**src/rtl/alarm_sequencer_if.sv**
```systemverilog
// Signal bundle between the time base / timekeeping side and the alarm
// sequencer. The master side supplies time, ticks and user requests;
// the slave side (the sequencer) returns alarm state and buzzer drive.
interface alarm_sequencer_if;
    logic       tick_1hz;
    logic       tick_100hz;
    logic [4:0] time_h;
    logic [5:0] time_m;
    logic [5:0] time_s;
    logic [4:0] alarm_h;
    logic [5:0] alarm_m;
    logic       alarm_en;
    logic       snooze;
    logic       stop;
    logic [1:0] state;
    logic       ringing;
    logic       buzzer;
    logic [9:0] snooze_left;
    logic [2:0] snooze_count;

    modport master (
        output tick_1hz, tick_100hz, time_h, time_m, time_s,
               alarm_h, alarm_m, alarm_en, snooze, stop,
        input  state, ringing, buzzer, snooze_left, snooze_count
    );

    modport slave (
        input  tick_1hz, tick_100hz, time_h, time_m, time_s,
               alarm_h, alarm_m, alarm_en, snooze, stop,
        output state, ringing, buzzer, snooze_left, snooze_count
    );
endinterface

```
**src/rtl/alarm_sequencer.sv**
```systemverilog
// Alarm state controller: detects the alarm time, sequences the alarm
// through IDLE / RING / SNOOZE with a ring timeout and a bounded number of
// snoozes, and produces a registered beep pattern from the 100 Hz tick.
module alarm_sequencer #(
    parameter int RING_TIMEOUT_SEC = 60,
    parameter int SNOOZE_SEC       = 300,
    parameter int MAX_SNOOZE       = 3,
    parameter int BEEP_TICKS       = 25
) (
    input  logic           CLK100MHZ,
    input  logic           rst,
    alarm_sequencer_if.slave bus
);

    typedef enum logic [1:0] {
        ST_IDLE   = 2'b00,
        ST_RING   = 2'b01,
        ST_SNOOZE = 2'b10
    } state_t;

    localparam logic [9:0] RING_LOAD   = 10'(RING_TIMEOUT_SEC);
    localparam logic [9:0] SNOOZE_LOAD = 10'(SNOOZE_SEC);
    localparam logic [2:0] SNOOZE_MAX  = 3'(MAX_SNOOZE);
    localparam logic [7:0] BEEP_LAST   = 8'(BEEP_TICKS - 1);

    state_t     state_q, state_d;
    logic       match_q;
    logic [9:0] ring_cnt_q, ring_cnt_d;
    logic [9:0] snooze_left_q, snooze_left_d;
    logic [2:0] snooze_count_q, snooze_count_d;
    logic [7:0] beep_cnt_q, beep_cnt_d;
    logic       beep_phase_q, beep_phase_d;
    logic       buzzer_q, buzzer_d;

    logic       match;
    logic       match_rise;

    // Alarm time match; only its rising edge may start a ring, so holding
    // the time inside second 0 after a stop or timeout never re-rings.
    assign match = bus.alarm_en && (bus.time_h == bus.alarm_h) &&
                   (bus.time_m == bus.alarm_m) && (bus.time_s == 6'd0);
    assign match_rise = match && !match_q;

    // Next-state and counter update, priority: ~alarm_en > stop > snooze > ticks.
    always_comb begin
        state_d        = state_q;
        ring_cnt_d     = ring_cnt_q;
        snooze_left_d  = snooze_left_q;
        snooze_count_d = snooze_count_q;
        beep_cnt_d     = beep_cnt_q;
        beep_phase_d   = beep_phase_q;

        if (!bus.alarm_en) begin
            state_d        = ST_IDLE;
            snooze_left_d  = 10'd0;
            snooze_count_d = 3'd0;
            beep_cnt_d     = 8'd0;
        end else begin
            case (state_q)
                ST_IDLE: begin
                    if (match_rise) begin
                        state_d        = ST_RING;
                        ring_cnt_d     = RING_LOAD;
                        beep_phase_d   = 1'b1;
                        beep_cnt_d     = 8'd0;
                        snooze_count_d = 3'd0;
                    end
                end
                ST_RING: begin
                    if (bus.stop) begin
                        state_d       = ST_IDLE;
                        snooze_left_d = 10'd0;
                        beep_cnt_d    = 8'd0;
                    end else if (bus.snooze && (snooze_count_q < SNOOZE_MAX)) begin
                        // Snooze beats a timeout tick landing in the same cycle.
                        state_d        = ST_SNOOZE;
                        snooze_left_d  = SNOOZE_LOAD;
                        snooze_count_d = snooze_count_q + 3'd1;
                        beep_cnt_d     = 8'd0;
                    end else begin
                        if (bus.tick_1hz && (ring_cnt_q >= 10'd1)) begin
                            if (ring_cnt_q == 10'd1) begin
                                state_d       = ST_IDLE;
                                snooze_left_d = 10'd0;
                            end
                            ring_cnt_d = ring_cnt_q - 10'd1;
                        end
                        if (state_d != ST_RING) begin
                            beep_cnt_d = 8'd0;
                        end else if (bus.tick_100hz) begin
                            if (beep_cnt_q == BEEP_LAST) begin
                                beep_cnt_d   = 8'd0;
                                beep_phase_d = !beep_phase_q;
                            end else begin
                                beep_cnt_d = beep_cnt_q + 8'd1;
                            end
                        end
                    end
                end
                ST_SNOOZE: begin
                    if (bus.stop) begin
                        state_d       = ST_IDLE;
                        snooze_left_d = 10'd0;
                    end else if (bus.tick_1hz && (snooze_left_q >= 10'd1)) begin
                        if (snooze_left_q == 10'd1) begin
                            state_d       = ST_RING;
                            snooze_left_d = 10'd0;
                            ring_cnt_d    = RING_LOAD;
                            beep_phase_d  = 1'b1;
                            beep_cnt_d    = 8'd0;
                        end else begin
                            snooze_left_d = snooze_left_q - 10'd1;
                        end
                    end
                end
                default: begin
                    state_d       = ST_IDLE;
                    snooze_left_d = 10'd0;
                    beep_cnt_d    = 8'd0;
                end
            endcase
        end

        // Buzzer follows the next state so it rises and drops with ringing.
        buzzer_d = (state_d == ST_RING) && beep_phase_d;
    end

    // State and counter registers with synchronous reset.
    always_ff @(posedge CLK100MHZ) begin
        if (rst) begin
            state_q        <= ST_IDLE;
            match_q        <= 1'b0;
            ring_cnt_q     <= 10'd0;
            snooze_left_q  <= 10'd0;
            snooze_count_q <= 3'd0;
            beep_cnt_q     <= 8'd0;
            beep_phase_q   <= 1'b0;
            buzzer_q       <= 1'b0;
        end else begin
            state_q        <= state_d;
            match_q        <= match;
            ring_cnt_q     <= ring_cnt_d;
            snooze_left_q  <= snooze_left_d;
            snooze_count_q <= snooze_count_d;
            beep_cnt_q     <= beep_cnt_d;
            beep_phase_q   <= beep_phase_d;
            buzzer_q       <= buzzer_d;
        end
    end

    assign bus.state        = state_q;
    assign bus.ringing      = (state_q == ST_RING);
    assign bus.buzzer       = buzzer_q;
    assign bus.snooze_left  = snooze_left_q;
    assign bus.snooze_count = snooze_count_q;

endmodule

```
**src/flat_wrapper.sv**
```systemverilog
// flat-port wrapper written by rule: the top's interface ports become plain ports
module alarm_sequencer_flat 
#(
    parameter int RING_TIMEOUT_SEC = 60,
    parameter int SNOOZE_SEC       = 300,
    parameter int MAX_SNOOZE       = 3,
    parameter int BEEP_TICKS       = 25
)
  (CLK100MHZ, rst, bus_tick_1hz, bus_tick_100hz, bus_time_h, bus_time_m, bus_time_s, bus_alarm_h, bus_alarm_m, bus_alarm_en, bus_snooze, bus_stop, bus_state, bus_ringing, bus_buzzer, bus_snooze_left, bus_snooze_count);
  alarm_sequencer_if bus_i ();
  input  logic CLK100MHZ;
  input  logic rst;
  input wire logic [$bits(bus_i.tick_1hz)-1:0] bus_tick_1hz;
  input wire logic [$bits(bus_i.tick_100hz)-1:0] bus_tick_100hz;
  input wire logic [$bits(bus_i.time_h)-1:0] bus_time_h;
  input wire logic [$bits(bus_i.time_m)-1:0] bus_time_m;
  input wire logic [$bits(bus_i.time_s)-1:0] bus_time_s;
  input wire logic [$bits(bus_i.alarm_h)-1:0] bus_alarm_h;
  input wire logic [$bits(bus_i.alarm_m)-1:0] bus_alarm_m;
  input wire logic [$bits(bus_i.alarm_en)-1:0] bus_alarm_en;
  input wire logic [$bits(bus_i.snooze)-1:0] bus_snooze;
  input wire logic [$bits(bus_i.stop)-1:0] bus_stop;
  output wire logic [$bits(bus_i.state)-1:0] bus_state;
  output wire logic [$bits(bus_i.ringing)-1:0] bus_ringing;
  output wire logic [$bits(bus_i.buzzer)-1:0] bus_buzzer;
  output wire logic [$bits(bus_i.snooze_left)-1:0] bus_snooze_left;
  output wire logic [$bits(bus_i.snooze_count)-1:0] bus_snooze_count;
  assign bus_i.tick_1hz = bus_tick_1hz;
  assign bus_i.tick_100hz = bus_tick_100hz;
  assign bus_i.time_h = bus_time_h;
  assign bus_i.time_m = bus_time_m;
  assign bus_i.time_s = bus_time_s;
  assign bus_i.alarm_h = bus_alarm_h;
  assign bus_i.alarm_m = bus_alarm_m;
  assign bus_i.alarm_en = bus_alarm_en;
  assign bus_i.snooze = bus_snooze;
  assign bus_i.stop = bus_stop;
  assign bus_state = bus_i.state;
  assign bus_ringing = bus_i.ringing;
  assign bus_buzzer = bus_i.buzzer;
  assign bus_snooze_left = bus_i.snooze_left;
  assign bus_snooze_count = bus_i.snooze_count;
  alarm_sequencer #(.RING_TIMEOUT_SEC(RING_TIMEOUT_SEC), .SNOOZE_SEC(SNOOZE_SEC), .MAX_SNOOZE(MAX_SNOOZE), .BEEP_TICKS(BEEP_TICKS)) u_core (.CLK100MHZ(CLK100MHZ), .rst(rst), .bus(bus_i));
endmodule
```
**config.mk**
```make
export PLATFORM = sky130hd
export DESIGN_NAME = alarm_sequencer_flat
export DESIGN_NICKNAME = d
export VERILOG_FILES = /design/src/rtl/alarm_sequencer_if.sv /design/src/rtl/alarm_sequencer.sv /design/src/flat_wrapper.sv
export SDC_FILE = /design/constraint.sdc
export NUM_CORES = 1
export LEC_CHECK = 0
export CAP_MARGIN = 5
export CORE_MARGIN = 2
export CORE_UTILIZATION = 49
export DETAILED_ROUTE_END_ITERATION = 7
export PLACE_DENSITY_LB_ADDON = 0.2
export SETUP_SLACK_MARGIN = 0.4
export SLEW_MARGIN = 20
export SYNTH_ARGS = -nofsm -noshare
export SYNTH_HDL_FRONTEND = slang
export SYNTH_SLANG_ARGS = --single-unit
```
**constraint.sdc**
```tcl
create_clock -name CLK100MHZ -period 2.6 [get_ports CLK100MHZ]
set_input_delay 0.39 -clock CLK100MHZ [delete_from_list [all_inputs] [get_ports CLK100MHZ]]
set_output_delay 0.39 -clock CLK100MHZ [all_outputs]
set_load 0.02 [all_outputs]
```
# Word-level counts from Yosys, hierarchy flattened
# Index checks and enable logic that the tools add are counted.
# classes
n_reduce_logical,19
div_mod_pow,0
eq_ne,21
n_addsub,4
n_bitwise,2
multipliers,0
magnitude_cmp,3
shift,0
n_mux,55
# op_table
op,n
$mux 10,14
$mux 8,9
$pmux 10 s3,2
$mux 2,13
$pmux 8 s3,1
$eq 10x1->1 const B,2
$ge 10x1->1 const B,2
$sub 10x1->10 const B,2
$ne 2x1->1 const B,6
$mux 1,10
$mux 3,3
$reduce_and 9->1,1
$add 8x1->8 const B,1
$eq 8x5->1 const B,1
$logic_and 1x1->1,8
$ne 4x2->1 const B,2
$reduce_and 4->1,2
$eq 6x6->1,1
$logic_not 6->1,1
$ne 2x2->1 const B,3
$pmux 2 s3,1
$pmux 3 s2,1
$eq 5x5->1,1
$ne 5x3->1 const B,1
other kinds (13),16
# word_totals
output_inout_bits,17
input_bits,35
latch_bits,0
rom_bits,0
register_bits,36
ramBits,0
n_memories,0
word_cells,112

# Longest topological paths before layout
# logic_depth
ltp_word,14
ltp_mapped,10
ltp_nobuf,8

# Least setup slack after synthesis
# Ideal clock, no wire load.
# synth_path
kind,reg-to-reg
start,"reg u_core.state_q[0], in the netlist u_core.bus.state[0]"
end,reg u_core.beep_cnt_q[2]
path_stages_with_launch,9
setup_time_ps,75
period_less_slack_ps,2447
required_ps,2525
n_path_buf,1
arrival_ps,2372
path_slack_ps,153
path_cell_list,dfxtp_1 ha_1 clkbuf_1 inv_1 a31o_2 o31ai_1 a21oi_1 a21boi_0 o22ai_1
# synth_lines
element,line_no,source
"start, declared",alarm_sequencer.sv:26,"state_t state_q, state_d;"
"start signal, assigned",alarm_sequencer.sv:140,state_q <= state_d;
$eq 2x1->1 *,--,
net bus_ringing,flat_wrapper.sv:24,output wire logic [$bits(bus_i.ringing)-1:0] bus_ringing;
$ne 5x3->1 (no source line),--,
$reduce_and 5->1 (no source line),--,
"end signal, assigned",alarm_sequencer.sv:145,beep_cnt_q <= beep_cnt_d;
"end, declared",alarm_sequencer.sv:31,"logic [7:0] beep_cnt_q, beep_cnt_d;"
# Mark *: on every way through the listed nets, which the timed path passes. The rest lies on a longest branch. The select of a mux whose other input is x is not followed.
# A chain may end at the register's enable or synchronous reset.

# Worst setup path in the final report
# layout_path
start,"reg u_core.snooze_left_q[3], in the netlist u_core.bus.snooze_left[3]"
end,reg u_core.ring_cnt_q[9]
# layout_via
elab_chain_len,4
# layout_lines
element,line_no,source
"start, declared",alarm_sequencer.sv:29,"logic [9:0] snooze_left_q, snooze_left_d;"
"start signal, assigned",alarm_sequencer.sv:143,snooze_left_q <= snooze_left_d;
$ge 10x1->1,alarm_sequencer.sv:104,end else if (bus.tick_1hz && (snooze_left_q >= 10'd1)) begin
$logic_and 1x1->1,alarm_sequencer.sv:104,
$ne 2x1->1 (no source line),--,
$reduce_and 9->1 (no source line) *,--,
"end signal, assigned",alarm_sequencer.sv:142,ring_cnt_q <= ring_cnt_d;
"end, declared",alarm_sequencer.sv:28,"logic [9:0] ring_cnt_q, ring_cnt_d;"
# Mark *: on every way between the ends. The rest lies on a longest branch, timed or not.

==> results.py <==
metrics = {
    "outcome": {
        "status": "completed",
    },
    "critical_path": {
        "critical_path_buf_inv_count": 1,
        "rr_startpoint": "u_core.bus.snooze_left[3]",
        "path_depth": 7,
        "crit_family": "compound AO/OA/AOI/OAI gates",
        "endpoint_kind": "register",
        "timing.rr.end": "u_core.ring_cnt_q[9]",
        "worstSetupStartpoint": "u_core.bus.snooze_left[3]",
        "required_ns": 2.79,
        "r2r_setup_slack_ns": 0.34,
        "slowest_stage": "or4_4",
        "crit_chain": "or4_4, o41ai_4, buf_6, nand3_4, a211oi_4, mux2i_1, a211oi_1",
        "critical_path_peak_fanout": 6,
        "critPathKind": "reg -> reg",
        "cp.arrival_ns": 2.45,
        "cp-endpoint": "u_core.ring_cnt_q[9]",
        "cpPeakStageDelay_ns": 0.57,
        "critPathLaunchType": "register",
        "rr_worst_depth": 7,
    },
    "global_route": {
        "grt_usage_pct": 26.0,
        "grt_pass1_wl_um": 11100,
        "grt_overflow": 0,
        "grt_max_degree": 18,
        "antenna_found_initial": 0,
        "grt_pass1_vias": 2567,
    },
    "clocking": {
        "cts_sinks": 36,
        "cts_tree": "yes",
        "cts.clk_slew.worst_paths_ns": 0.07,
        "root_buffer": "clkbuf_8",
        "clkLatencyLatePin_ns": 0.29,
        "clock_tree.buffer_depth": 2,
        "htreeDepth": 2,
        "numCtsBuffers": 5,
    },
    "routing": {
        "dr.pass1.iters": 4,
        "vias_per_cell": 6.31,
        "wire_per_inst_um": 17.5,
        "routed_wl_um": 7450,
        "antenna_left": 0,
        "via_count": 2680,
        "drc_errors": 0,
        "drtIter0Drc": 138,
    },
    "sta": {
        "fin_tns_setup_ns": 0,
        "tightest_slew_ns": 0.591,
        "finClkSkew_ns": 0.00609,
        "final-max-slew-violation-count": 0,
        "rsz0062_at_grt": "true",
        "min_period_ns": 2.26,
        "hold_viol": 0,
        "layout_setup_ws_ns": 0.337,
        "max_freq_mhz": 442,
        "final-setup-viol-count": 0,
        "period_share_pct": 87.0,
        "relSlewSlack_pct": 60.3,
    },
    "min_path": {
        "hold_start": "u_core.ring_cnt_q[8]",
        "hp-class": "reg -> reg",
    },
    "yosys": {
        "synth_adder_area_share_pct": 5.82,
        "synth_top_family_by_area": "simple AND/OR/NAND/NOR gates",
        "synth_warnings": 0,
        "synth_top_area_cell": "dfxtp_1",
        "synth_nets": 335,
        "synth_cell_types": 59,
        "synth_common_cells": "36 x dfxtp_1, 34 x nor2_1, 17 x a21oi_1, 15 x nand2_1, 14 x inv_1",
        "synth_seq_cells": 36,
        "async_reset_ff_share_pct": 0,
        "yosysSeqAreaShare_pct": 30.5,
        "synth_area_leaders": "dfxtp_1 30%, ha_1 5.8%, nor2_1 5.4%",
        "synth_compound_area_share_pct": 24.7,
        "synth_edf_count": 0,
        "synth_most_common_cell": "dfxtp_1",
        "netlist_area_sq_mm": 0.00236,
        "synth_top_area_share_pct": 30.5,
        "synth_mux_area_share_pct": 1.75,
        "yosys.area_share.simple_pct": 26.9,
        "synth.avg_cell_area_sq_um": 8.18,
        "ys.flop_type": "dfxtp_1",
        "synth_xor_area_share_pct": 6.30,
        "synthCells": 289,
    },
    "place": {
        "dp_hpwl_um": 4760,
        "dpl_cell_area_sq_mm": 0.00308,
        "port_buffers": 51,
        "dp_slack_ns": -0.0545,
        "gp_congestion": 0.866,
    },
    "power": {
        "vdd_ir_drop_max_v": 0.000178,
        "p_leak_nw": 1.33,
        "p_per_area_mw_per_mm2": 301,
        "finalPower_mw": 1.09,
    },
    "finish": {
        "fin_area_sq_mm": 0.00362,
        "areaGrowthSynthToFinish_pct": 53.0,
        "antennaDiodeCount": 0,
        "drive_gt1_share_pct": 28.3,
        "final_util_pct": 77.1,
        "nets": 416,
    },
    "floorplanning": {
        "rows": 25,
        "io_pins": 52,
        "die_x_um": 73.5,
        "die-area_sq_mm": 0.00540,
        "die_h_um": 73.5,
        "core_sq_mm": 0.00469,
        "initial_utilization_pct": 50.4,
    },
    "job": {
        "maxCapViolations": 0,
    },
}
logic make-up after synthesis:
logic type,after synthesis
AOI/OAI and AO/OA,77
xor gates and xnor gates,17
DFF,36
muxes,4
and+or+nand+nor,119
adders and majority gates,11
buffers and inverters,25
worst min-delay path: stages, from the launching register on:
cell and delay [ns]:
dfxtp_1 0.33, o41ai_2 0.05, a21oi_1 0.05
layout by cell type (no fill, tap or decap), types with 4 or more instances in the layout:
master           instances
buf_4                   27
clkbuf_8                 6
nor4_1                   5
inv_2                    4
nand3b_1                 6
xnor2_1                  9
a22oi_1                  4
buf_6                    5
ha_1                     6
inv_1                   10
nand3_1                  6
nand2b_1                 5
dfxtp_1                 26
nor2_1                  32
dfxtp_2                  6
clkdlybuf4s50_1         41
dlymetal6s2s_1           8
and3_1                   4
a21oi_1                 13
a211oi_1                 5
dfxtp_4                  4
nand2_1                 15
a21oi_2                  4
o21ai_0                 12
xor2_1                   8
nor3_1                  12
where the power goes:
group          leakage, nW  switching [mW]  internal (mW)
Combinational        0.992          0.0524         0.0697
Clock               0.0455           0.204          0.216
Sequential           0.296      0.00000327          0.547
worst min path at each step:
stage	to	slack [ns]	cells after the start
floorplan	u_core.ring_cnt_q[8]	0.45	2
global placement	u_core.ring_cnt_q[8]	0.46	2
detailed placement	u_core.ring_cnt_q[8]	0.47	2
CTS	u_core.ring_cnt_q[8]	0.48	2
global route	u_core.ring_cnt_q[8]	0.50	2
finish	u_core.ring_cnt_q[8]	0.47	2
final cells by class:
cell class / count / area, sq um
clock buffers: 8 / 90.1
fillers: 328 / 1070
inverters: 15 / 60.1
multi-input cells: 228 / 1870
flip-flops and latches: 36 / 743
well taps: 54 / 67.6
repair buffers: 84 / 792
metal layers:
metal	global-route usage (%)	share of wire (%)
met5	0	0
met4	12.7	3.8
met3	4.94	5.6
met2	46.4	52
met1	29.4	38
through the flow:
stage	hold slack (ns)	std cells
4_1_cts	0.476	418
3_5_place_dp	0.473	403
6_report	0.474	425
2_1_floorplan	0.446	289
5_1_grt	0.500	425
3_3_place_gp	0.462	403
flip-flops by register name, summed over array words and instances, names as in the netlist:
name	cells
u_core.beep_cnt_q	8
u_core.bus.snooze_left	10
u_core.beep_phase_q	1
u_core.ring_cnt_q	10
u_core.bus.state	2
u_core.bus.snooze_count	3
u_core.match_q	1
u_core.bus.buzzer	1
timing repair:
| item | CTS | global route |
|---|---|---|
| gates cloned | 0 | 1 |
| hold buffers | 0 | 0 |
| pin swaps | 6 | 20 |
| setup endpoints to repair | 31 | 35 |
| setup buffers | 7 | 6 |
| gates resized for setup | 28 | 51 |
Note: power is estimated with default switching activity, not from simulation.
